[src/rtl/l5_range_decoder_if.sv]
// Request/response bundle between the L5 controller and the range decoder.
// The controller drives the request side; the decoder drives the registered enables.
interface l5_range_decoder_if #(
  parameter int unsigned DEC_INBITS  = 5,
  parameter int unsigned DEC_OUTBITS = 32
);
  logic                   req;
  logic [2:0]             sel_range;
  logic [DEC_INBITS-1:0]  lower;
  logic [DEC_INBITS-1:0]  upper;
  logic                   hold;
  logic                   abort;
  logic [DEC_OUTBITS-1:0] decout;
  logic                   dec_valid;
  logic                   dec_last;
  logic                   busy;

  modport master (
    output req, sel_range, lower, upper, hold, abort,
    input  decout, dec_valid, dec_last, busy
  );

  modport slave (
    input  req, sel_range, lower, upper, hold, abort,
    output decout, dec_valid, dec_last, busy
  );
endinterface

[src/rtl/l5_range_decoder.sv]
// Registered one-hot / range / all-select decoder for the L5 array enables,
// with a multi-cycle sweep that walks a one-hot select from lower to upper.
module l5_range_decoder #(
  parameter int unsigned DEC_INBITS  = 5,
  parameter int unsigned DEC_OUTBITS = 32
) (
  input  logic                 clk,
  input  logic                 rst_n,
  l5_range_decoder_if.slave    bus
);

  typedef enum logic [0:0] {StIdle, StSweep} state_e;

  localparam logic [2:0] SelSweep = 3'b101;

  state_e                 state_q, state_d;
  logic [DEC_INBITS-1:0]  idx_q, idx_d;
  logic [DEC_INBITS-1:0]  upper_q, upper_d;
  logic [DEC_OUTBITS-1:0] decout_q, decout_d;
  logic                   valid_q, valid_d;
  logic                   last_q, last_d;
  logic [DEC_INBITS-1:0]  idx_next;

  // Indices at or beyond DEC_OUTBITS simply match no bit.
  function automatic logic [DEC_OUTBITS-1:0] onehot(logic [DEC_INBITS-1:0] idx);
    logic [DEC_OUTBITS-1:0] v;
    v = '0;
    for (int i = 0; i < int'(DEC_OUTBITS); i++) v[i] = (int'(idx) == i);
    return v;
  endfunction

  function automatic logic [DEC_OUTBITS-1:0] mask_ge(logic [DEC_INBITS-1:0] lo);
    logic [DEC_OUTBITS-1:0] v;
    v = '0;
    for (int i = 0; i < int'(DEC_OUTBITS); i++) v[i] = (i >= int'(lo));
    return v;
  endfunction

  function automatic logic [DEC_OUTBITS-1:0] mask_le(logic [DEC_INBITS-1:0] hi);
    logic [DEC_OUTBITS-1:0] v;
    v = '0;
    for (int i = 0; i < int'(DEC_OUTBITS); i++) v[i] = (i <= int'(hi));
    return v;
  endfunction

  function automatic logic [DEC_OUTBITS-1:0] decode_static(logic [2:0]            sel,
                                                           logic [DEC_INBITS-1:0] lo,
                                                           logic [DEC_INBITS-1:0] hi);
    logic [DEC_OUTBITS-1:0] v;
    case (sel)
      3'b001:  v = onehot(lo);
      3'b010:  v = onehot(hi);
      // Inverted range keeps the legacy L4 behaviour: lower up to the top bit only.
      3'b011:  v = (lo <= hi) ? (mask_ge(lo) & mask_le(hi)) : mask_ge(lo);
      3'b100:  v = '1;
      3'b110:  v = (lo <= hi) ? (mask_ge(lo) & mask_le(hi)) : (mask_ge(lo) | mask_le(hi));
      default: v = '0;
    endcase
    return v;
  endfunction

  assign idx_next = idx_q + 1'b1;

  always_comb begin
    state_d  = state_q;
    idx_d    = idx_q;
    upper_d  = upper_q;
    decout_d = decout_q;
    valid_d  = 1'b0;
    last_d   = 1'b0;

    if (bus.abort) begin
      decout_d = '0;
      state_d  = StIdle;
    end else begin
      case (state_q)
        StIdle: begin
          if (bus.req) begin
            valid_d = 1'b1;
            if (bus.sel_range == SelSweep) begin
              idx_d    = bus.lower;
              upper_d  = bus.upper;
              decout_d = onehot(bus.lower);
              if (bus.lower == bus.upper) begin
                last_d = 1'b1;
              end else begin
                state_d = StSweep;
              end
            end else begin
              decout_d = decode_static(bus.sel_range, bus.lower, bus.upper);
              last_d   = 1'b1;
            end
          end
        end
        StSweep: begin
          if (!bus.hold) begin
            idx_d    = idx_next;
            decout_d = onehot(idx_next);
            valid_d  = 1'b1;
            if (idx_next == upper_q) begin
              last_d  = 1'b1;
              state_d = StIdle;
            end
          end
        end
        default: state_d = StIdle;
      endcase
    end
  end

  always_ff @(posedge clk or negedge rst_n) begin
    if (!rst_n) begin
      state_q  <= StIdle;
      idx_q    <= '0;
      upper_q  <= '0;
      decout_q <= '0;
      valid_q  <= 1'b0;
      last_q   <= 1'b0;
    end else begin
      state_q  <= state_d;
      idx_q    <= idx_d;
      upper_q  <= upper_d;
      decout_q <= decout_d;
      valid_q  <= valid_d;
      last_q   <= last_d;
    end
  end

  assign bus.decout    = decout_q;
  assign bus.dec_valid = valid_q;
  assign bus.dec_last  = last_q;
  assign bus.busy      = (state_q == StSweep);

endmodule
[src/flat_wrapper.sv]
// flat-port wrapper written by rule: the top's interface ports become plain ports
module l5_range_decoder_flat 
#(
  parameter int unsigned DEC_INBITS  = 5,
  parameter int unsigned DEC_OUTBITS = 32
)
  (clk, rst_n, bus_req, bus_sel_range, bus_lower, bus_upper, bus_hold, bus_abort, bus_decout, bus_dec_valid, bus_dec_last, bus_busy);
  l5_range_decoder_if #(.DEC_INBITS(DEC_INBITS), .DEC_OUTBITS(DEC_OUTBITS)) bus_i ();
  input  logic clk;
  input  logic rst_n;
  input wire logic [$bits(bus_i.req)-1:0] bus_req;
  input wire logic [$bits(bus_i.sel_range)-1:0] bus_sel_range;
  input wire logic [$bits(bus_i.lower)-1:0] bus_lower;
  input wire logic [$bits(bus_i.upper)-1:0] bus_upper;
  input wire logic [$bits(bus_i.hold)-1:0] bus_hold;
  input wire logic [$bits(bus_i.abort)-1:0] bus_abort;
  output wire logic [$bits(bus_i.decout)-1:0] bus_decout;
  output wire logic [$bits(bus_i.dec_valid)-1:0] bus_dec_valid;
  output wire logic [$bits(bus_i.dec_last)-1:0] bus_dec_last;
  output wire logic [$bits(bus_i.busy)-1:0] bus_busy;
  assign bus_i.req = bus_req;
  assign bus_i.sel_range = bus_sel_range;
  assign bus_i.lower = bus_lower;
  assign bus_i.upper = bus_upper;
  assign bus_i.hold = bus_hold;
  assign bus_i.abort = bus_abort;
  assign bus_decout = bus_i.decout;
  assign bus_dec_valid = bus_i.dec_valid;
  assign bus_dec_last = bus_i.dec_last;
  assign bus_busy = bus_i.busy;
  l5_range_decoder #(.DEC_INBITS(DEC_INBITS), .DEC_OUTBITS(DEC_OUTBITS)) u_core (.clk(clk), .rst_n(rst_n), .bus(bus_i));
endmodule
[config.mk]
export PLATFORM = sky130hd
export DESIGN_NAME = l5_range_decoder_flat
export DESIGN_NICKNAME = d
export VERILOG_FILES = /design/src/rtl/l5_range_decoder_if.sv /design/src/rtl/l5_range_decoder.sv /design/src/flat_wrapper.sv
export SDC_FILE = /design/constraint.sdc
export NUM_CORES = 1
export LEC_CHECK = 0
export ABC_AREA = 1
export ABC_CLOCK_PERIOD_IN_PS = 2700
export CAP_MARGIN = 20
export CORE_UTILIZATION = 55
export CTS_BUF_LIST = sky130_fd_sc_hd__clkbuf_16
export CTS_CLUSTER_SIZE = 24
export DETAILED_ROUTE_END_ITERATION = 8
export GPL_TIMING_DRIVEN = 0
export HOLD_SLACK_MARGIN = 0.08
export PLACE_DENSITY = 0.76
export SLEW_MARGIN = 20
export SYNTH_ARGS = -nofsm -noshare
export SYNTH_HDL_FRONTEND = slang
export SYNTH_SLANG_ARGS = --single-unit
[constraint.sdc]
create_clock -name clk -period 2.7 [get_ports clk]
set_input_delay 0.54 -clock clk [delete_from_list [all_inputs] [get_ports clk]]
set_output_delay 0.54 -clock clk [all_outputs]
set_load 0.03 [all_outputs]
# After elaboration in Yosys (flattened, before gate mapping)
# Cells that the tools add are included.
dict set report word_totals {
  out_inout_bits 35
  ff_bits 45
  input_bits 18
}
dict set report classes {
  reduce_logical 6
  add_sub_neg 1
  n_eq_ne 106
  bitwise_logic 4
  order_cmp 63
  n_mux 30
}
# op count
set op_table {}
lappend op_table {{equality test 5 bit, second input constant} 48}
lappend op_table {{two-way mux 32 bit} 6}
lappend op_table {{one-hot mux 32 bit (5 select lines)} 1}
lappend op_table {{equality test 5 x 4 -> 1 bit, second input constant} 24}
lappend op_table {{less-or-equal comparator 5 bit, first input constant} 16}
lappend op_table {{>= comparator 5 bit, first input constant} 15}
lappend op_table {{one-hot mux 32 bit (2 select lines)} 1}
lappend op_table {{equality test 5 x 3 -> 1 bit, second input constant} 12}
lappend op_table {{>= comparator 4 x 5 -> 1 bit, first input constant} 8}
lappend op_table {{less-or-equal comparator 4 x 5 -> 1 bit, first input constant} 8}
lappend op_table {{AND 32 bit} 1}
lappend op_table {{bitwise OR 32 bit} 1}
lappend op_table {{equality test 5 x 2 -> 1 bit, second input constant} 6}
lappend op_table {{>= comparator 3 x 5 -> 1 bit, first input constant} 4}
lappend op_table {{less-or-equal comparator 3 x 5 -> 1 bit, first input constant} 4}
lappend op_table {{equality test 5 x 1 -> 1 bit, second input constant} 3}
lappend op_table {{logical NOT 5 bit} 3}
lappend op_table {{two-way mux 1 bit} 15}
lappend op_table {{two-way mux 5 bit} 3}
lappend op_table {{equality test 5 bit} 2}
lappend op_table {{>= comparator 1 x 5 -> 1 bit, first input constant} 2}
lappend op_table {{>= comparator 2 x 5 -> 1 bit, first input constant} 2}
lappend op_table {{less-or-equal comparator 2 x 5 -> 1 bit, first input constant} 2}
lappend op_table {{one-hot mux 5 bit (2 select lines)} 1}
lappend op_table {{other kinds (13)} 22}

# Longest topological paths before layout
dict set report logic_depth {
  word_depth 8
  mapped_depth 18
  ltp_nobuf 16
}

# Least setup slack after synthesis
# Ideal clock, no wire load.
dict set report synth_timing {
  kind {input to register}
  startpoint {input bus_upper[4]}
  endpoint {register u_core.decout_q[12] (netlist: u_core.bus.decout[12])}
  path_slack_ns 0.338
  setup_ns 0.117
  arrival_time_ns 2.246
  n_path_buf 3
  required_time_ns 2.583
  cell_stages 16
  cell_sequence {buf_2 > inv_1 > buf_2 > ha_1 > nand2_1 > nor2_1 > nand2_1 > nand2_1 > buf_2 > nand2_1 > nand2_1 > nand2_1 > o21ai_1 > nand3_1 > nand2_1 > nand2_1}
}
dict set report synth_between {
  elab_chain_len 8
}
# item line_no
set synth_rtl {}
lappend synth_rtl {{from (decl)} flat_wrapper.sv:14} ;# input wire logic [$bits(bus_i.upper)-1:0] bus_upper;
lappend synth_rtl {{less-or-equal comparator 4 x 5 -> 1 bit} l5_range_decoder.sv:42} ;# for (int i = 0; i < int'(DEC_OUTBITS); i++) v[i] = (i <= int'(hi));
lappend synth_rtl {{bitwise OR 32 bit or AND 32 bit (tied branches)} {l5_range_decoder.sv:56, l5_range_decoder.sv:54}}
lappend synth_rtl {{two-way mux 32 bit (on tied branches)} {l5_range_decoder.sv:56, l5_range_decoder.sv:54}}
lappend synth_rtl {{one-hot mux 32 bit (5 select lines) (*)} l5_range_decoder.sv:50} ;# case (sel)
lappend synth_rtl {{two-way mux 32 bit (*)} l5_range_decoder.sv:80} ;# if (bus.sel_range == SelSweep) begin
lappend synth_rtl {{two-way mux 32 bit (*)} l5_range_decoder.sv:78} ;# if (bus.req) begin
lappend synth_rtl {{one-hot mux 32 bit (2 select lines) (*)} l5_range_decoder.sv:76} ;# case (state_q)
lappend synth_rtl {{two-way mux 32 bit (*)} l5_range_decoder.sv:72} ;# if (bus.abort) begin
lappend synth_rtl {{to (signal assigned)} l5_range_decoder.sv:123} ;# decout_q <= decout_d;
lappend synth_rtl {{to (decl)} l5_range_decoder.sv:19} ;# logic [DEC_OUTBITS-1:0] decout_q, decout_d;
# Mark *: on every way between the ends. The rest lies on a longest branch, timed or not. The select of a mux whose other input is x is not followed.
# A chain may end at the register's enable or synchronous reset.

# Worst setup path after layout
dict set report layout_timing {
  startpoint {input bus_upper[4]}
  endpoint {register u_core.decout_q[11] (netlist: u_core.bus.decout[11])}
}
# Same word-level chain as after synthesis.

==> summary.txt <==
Logic synthesis
  – Ys async rst share: between 90% and 100%
  – Yosys warning count: 0
  – Synth Instances: ~760
  – Synth Flop Type: dfrtp_1
  – Avg Cell Area, Syn: just under 6 µm²
  – Seq/Total Area, Yosys: about a quarter
  – Distinct cells, synth: 38
  – Mapped cell area: around 4400 µm²
  – Mapped Nets: slightly below 800
  – #FFs+latches synth: 45
  – EDFF count, synth: 0

Power
  – Psw: 0.00105 W
  – Pint: 0.00157 W
  – Flop pwr share: slightly above 30%
  – Leakage: 2.64 nW
  – Switching share of power: 40.1%
  – Clock share of power: around 31%
  – Comb pwr share: between 30% and 40%
  – Peak VDD IR: between 0.2 and 0.25 mV
  – Power Dens Cells: about 500 nW/µm²

Finish
  – Fillers: between 700 and 800
  – Most frequent cells in the layout: 270 x nand2_1, 83 x nor2_1, 62 x inv_1
  – Most common cell after layout, fill and taps aside: nand2_1
  – Ant diodes: 0
  – Layout area overhead: 19.9%
  – Finished Layout Cells: a little over 900
  – Share of cells above drive strength 1: between 7 and 8%
  – Final net count: about 840

Hold path
  – Min-Delay Path Class: in -> async

Clock network
  – Setup bufs post-CTS: 0
  – CTS buffer count: 5
  – Hold buffers post-CTS: 0
  – Max clock buf depth: 2
  – Worst-path clk slew: approximately 0.07 ns
  – Clk Latency, worst-skew pair: ~0.29 ns
  – Root Driver: clkbuf_16
  – CTS tree: done
  – H-tree depth: 2
  – Num Clock Sinks: 45

Detailed routing
  – Wire per inst: between 15 and 20 µm
  – Pre-Repair DR Iteration Count: 9
  – Via count: slightly below 6000
  – Routed Antenna Nets: 0
  – Post-Route WL: between 15000 and 20000 µm
  – Initial DRC count: around 1200
  – Via density: about 6.5
  – Residual DRC: 0

Status
  – Status: completed

Setup path
  – FF-to-FF Start: u_core.idx_q[0]
  – Crit Path Category: in -> reg
  – Crit. End Element: flop
  – R2r endpoint: u_core.bus.decout[2]
  – Critical path startpoint category: input port
  – CP Launch Point: bus_upper[4]
  – Reg2reg setup slack: approximately 0.20 ns
  – Crit Path Max Fanout: 10
  – Setup crit end: u_core.bus.decout[11]
  – Critical path arrival: roughly 2.8 ns
  – Register-to-Register Path Depth: 10
  – Worst EP required: about 2.9 ns

STA
  – Pins Over Slew Limit: 0
  – Slew margin rel.: a little over half
  – RSZ-0062 raised after global routing: true
  – Clock skew: 0.00466 ns
  – Crit share post-route: between 90% and 100%
  – Final Critical Period: between 2 and 3 ns
  – Hold slack: 0.120 ns
  – Least-Margin Pin Slew: just under 0.7 ns
  – Endpoints failing setup: 0
  – Hold Fails Final Rpt: 0
  – Highest clock rate: roughly 0.38 GHz

Floorplanning
  – Core footprint: a little under 8000 µm²
  – Num ports: 53
  – Die H: just over 90 µm
  – Die Wd: 91.2 µm
  – FP Rows: 32
  – Initial Util: a little under three fifths
  – Die ar.: between 8000 and 9000 µm²

GRT
  – Initial antenna violation count: 0
  – Met2 Usage GRT: ~66%
  – M1 GR Usage: between 50% and 60%
  – First-pass GRT wire length: 28900 µm
  – Met3 global-route usage: ~14%
  – Via count of the first global-routing pass: ~5600
  – Global route overflow: 0
  – Busiest grt layer: met2
  – Total track usage: between 40% and 50%
  – Pin count of the biggest net entering global routing: 36

Place
  – IO buf count: 48
  – Global placement routability congestion: 1.12
  – Final HPWL DP: approximately 14000 µm
  – Placed insts: roughly 900

Job
  – Max Cap Violations: 0
[timing repair]
item / in CTS / in global routing
endpoints found under the setup margin: 30 / 24
resized for setup: 7 / 12
pin swaps: 0 / 1
[logic make-up (layout without fill, tap and decap cells)]
logic type | after synthesis | after routing | synth area share [%]
flip-flops | 45 | 45 | 25.8
AND/OR/NAND/NOR | 463 | 463 | 44.6
buffers and inverters | 107 | 164 | 9.79
XOR/XNOR | 4 | 4 | 0.802
AO/OA/AOI/OAI | 129 | 129 | 16.2
adder cells (fa/ha/maj) | 10 | 10 | 2.86
[power by group through the flow]
| stage | clock (W) | sequential [W] | combinational, W |
|---|---|---|---|
| floorplan | 0 | 0.000861 | 0.000542 |
| detailed placement | 0 | 0.000819 | 0.000931 |
| global placement | 0 | 0.000811 | 0.000909 |
| global route | 0.000840 | 0.000815 | 0.00107 |
| CTS | 0.000809 | 0.000806 | 0.000943 |
| finish | 0.000810 | 0.000807 | 0.00100 |
[critical path: stages]
cell      delay (ns)
clkbuf_4        0.19
inv_1           0.08
clkbuf_4        0.23
ha_1            0.34
nand2_1         0.09
nor2_2          0.15
nand2_2         0.17
nand2_4         0.16
buf_4           0.21
nand2_1         0.10
o22ai_1         0.18
nand3_2         0.17
nand2_1         0.12
nand2_1         0.05
[metrics by stage]
stage                     power (W)  utilization [%]  setup WS (ns)  TNS, ns  instance area [µm²]
after detailed placement    0.00175             65.0         -0.610   -14.41                 4990
after global placement      0.00172             64.8         -0.600   -13.61                 4980
after CTS                   0.00256             67.7         0.0259        0                 5200
final                       0.00262             68.2         0.0866        0                 5240
after floorplan             0.00140                -          0.338        0                 4370
after global routing        0.00272             68.2        -0.0113  -0.0170                 5240
[metal layers]
layer / routed length [µm] / share of wire (%) / vias up
met4: 1480 / 8.1 / 0
met3: 2580 / 14 / 140
li1: - / - / 2586
met1: 6750 / 37 / 2651
met5: 0 / 0 / -
met2: 7340 / 40 / 567
[registers in the layout (all words and copies together), names as in the netlist]
| signal | flops |
|---|---|
| u_core.upper_q | 5 |
| u_core.bus.dec_valid | 1 |
| u_core.bus.busy | 1 |
| u_core.bus.dec_last | 1 |
| u_core.bus.decout | 32 |
| u_core.idx_q | 5 |
[cells in the mapped netlist, types with 4 or more instances]
library cell,count,share of area [%]
nor3_1,21,2.4
ha_1,10,2.9
nor2_1,84,7.2
nand3_1,51,5.8
o211ai_1,8,1.4
nand4_1,13,1.9
a31oi_1,16,2.3
nor2_2,4,0.57
dfrtp_1,45,26
o21ai_0,48,5.5
nand3_2,5,1.1
inv_1,63,5.4
o22ai_1,4,0.57
clkbuf_1,11,0.94
nand2_1,272,23
buf_2,15,1.7
o21ai_1,4,0.46
a21oi_1,43,4.9
nand2_2,4,0.57
inv_2,12,1.0
[final cells by class]
| cell class | instances | area, µm² | area share [%] |
|---|---|---|---|
| Inverter | 77 | 294 | 5.61 |
| Clock inverter | 3 | 68.8 | 1.31 |
| Multi-Input combinational cell | 606 | 2850 | 54.4 |
| Sequential cell | 45 | 1130 | 21.5 |
| Timing Repair Buffer | 49 | 497 | 9.47 |
| Tap cell | 102 | 128 | 2.43 |
| Clock buffer | 5 | 125 | 2.39 |
| Buffer | 30 | 155 | 2.96 |
[worst min path at each step]
| stage | startpoint | end | slack [ns] | depth (start not counted) |
|---|---|---|---|---|
| floorplan | rst_n | u_core.bus.busy | 0.24 | 0 |
| global placement | u_core.bus.decout[15] | u_core.bus.decout[15] | 0.46 | 2 |
| detailed placement | rst_n | u_core.upper_q[4] | 0.43 | 1 |
| CTS | rst_n | u_core.idx_q[3] | 0.12 | 1 |
| global route | rst_n | u_core.upper_q[4] | 0.13 | 1 |
| finish | rst_n | u_core.idx_q[3] | 0.12 | 1 |
No activity file was read; power rests on OpenSTA's default activity.
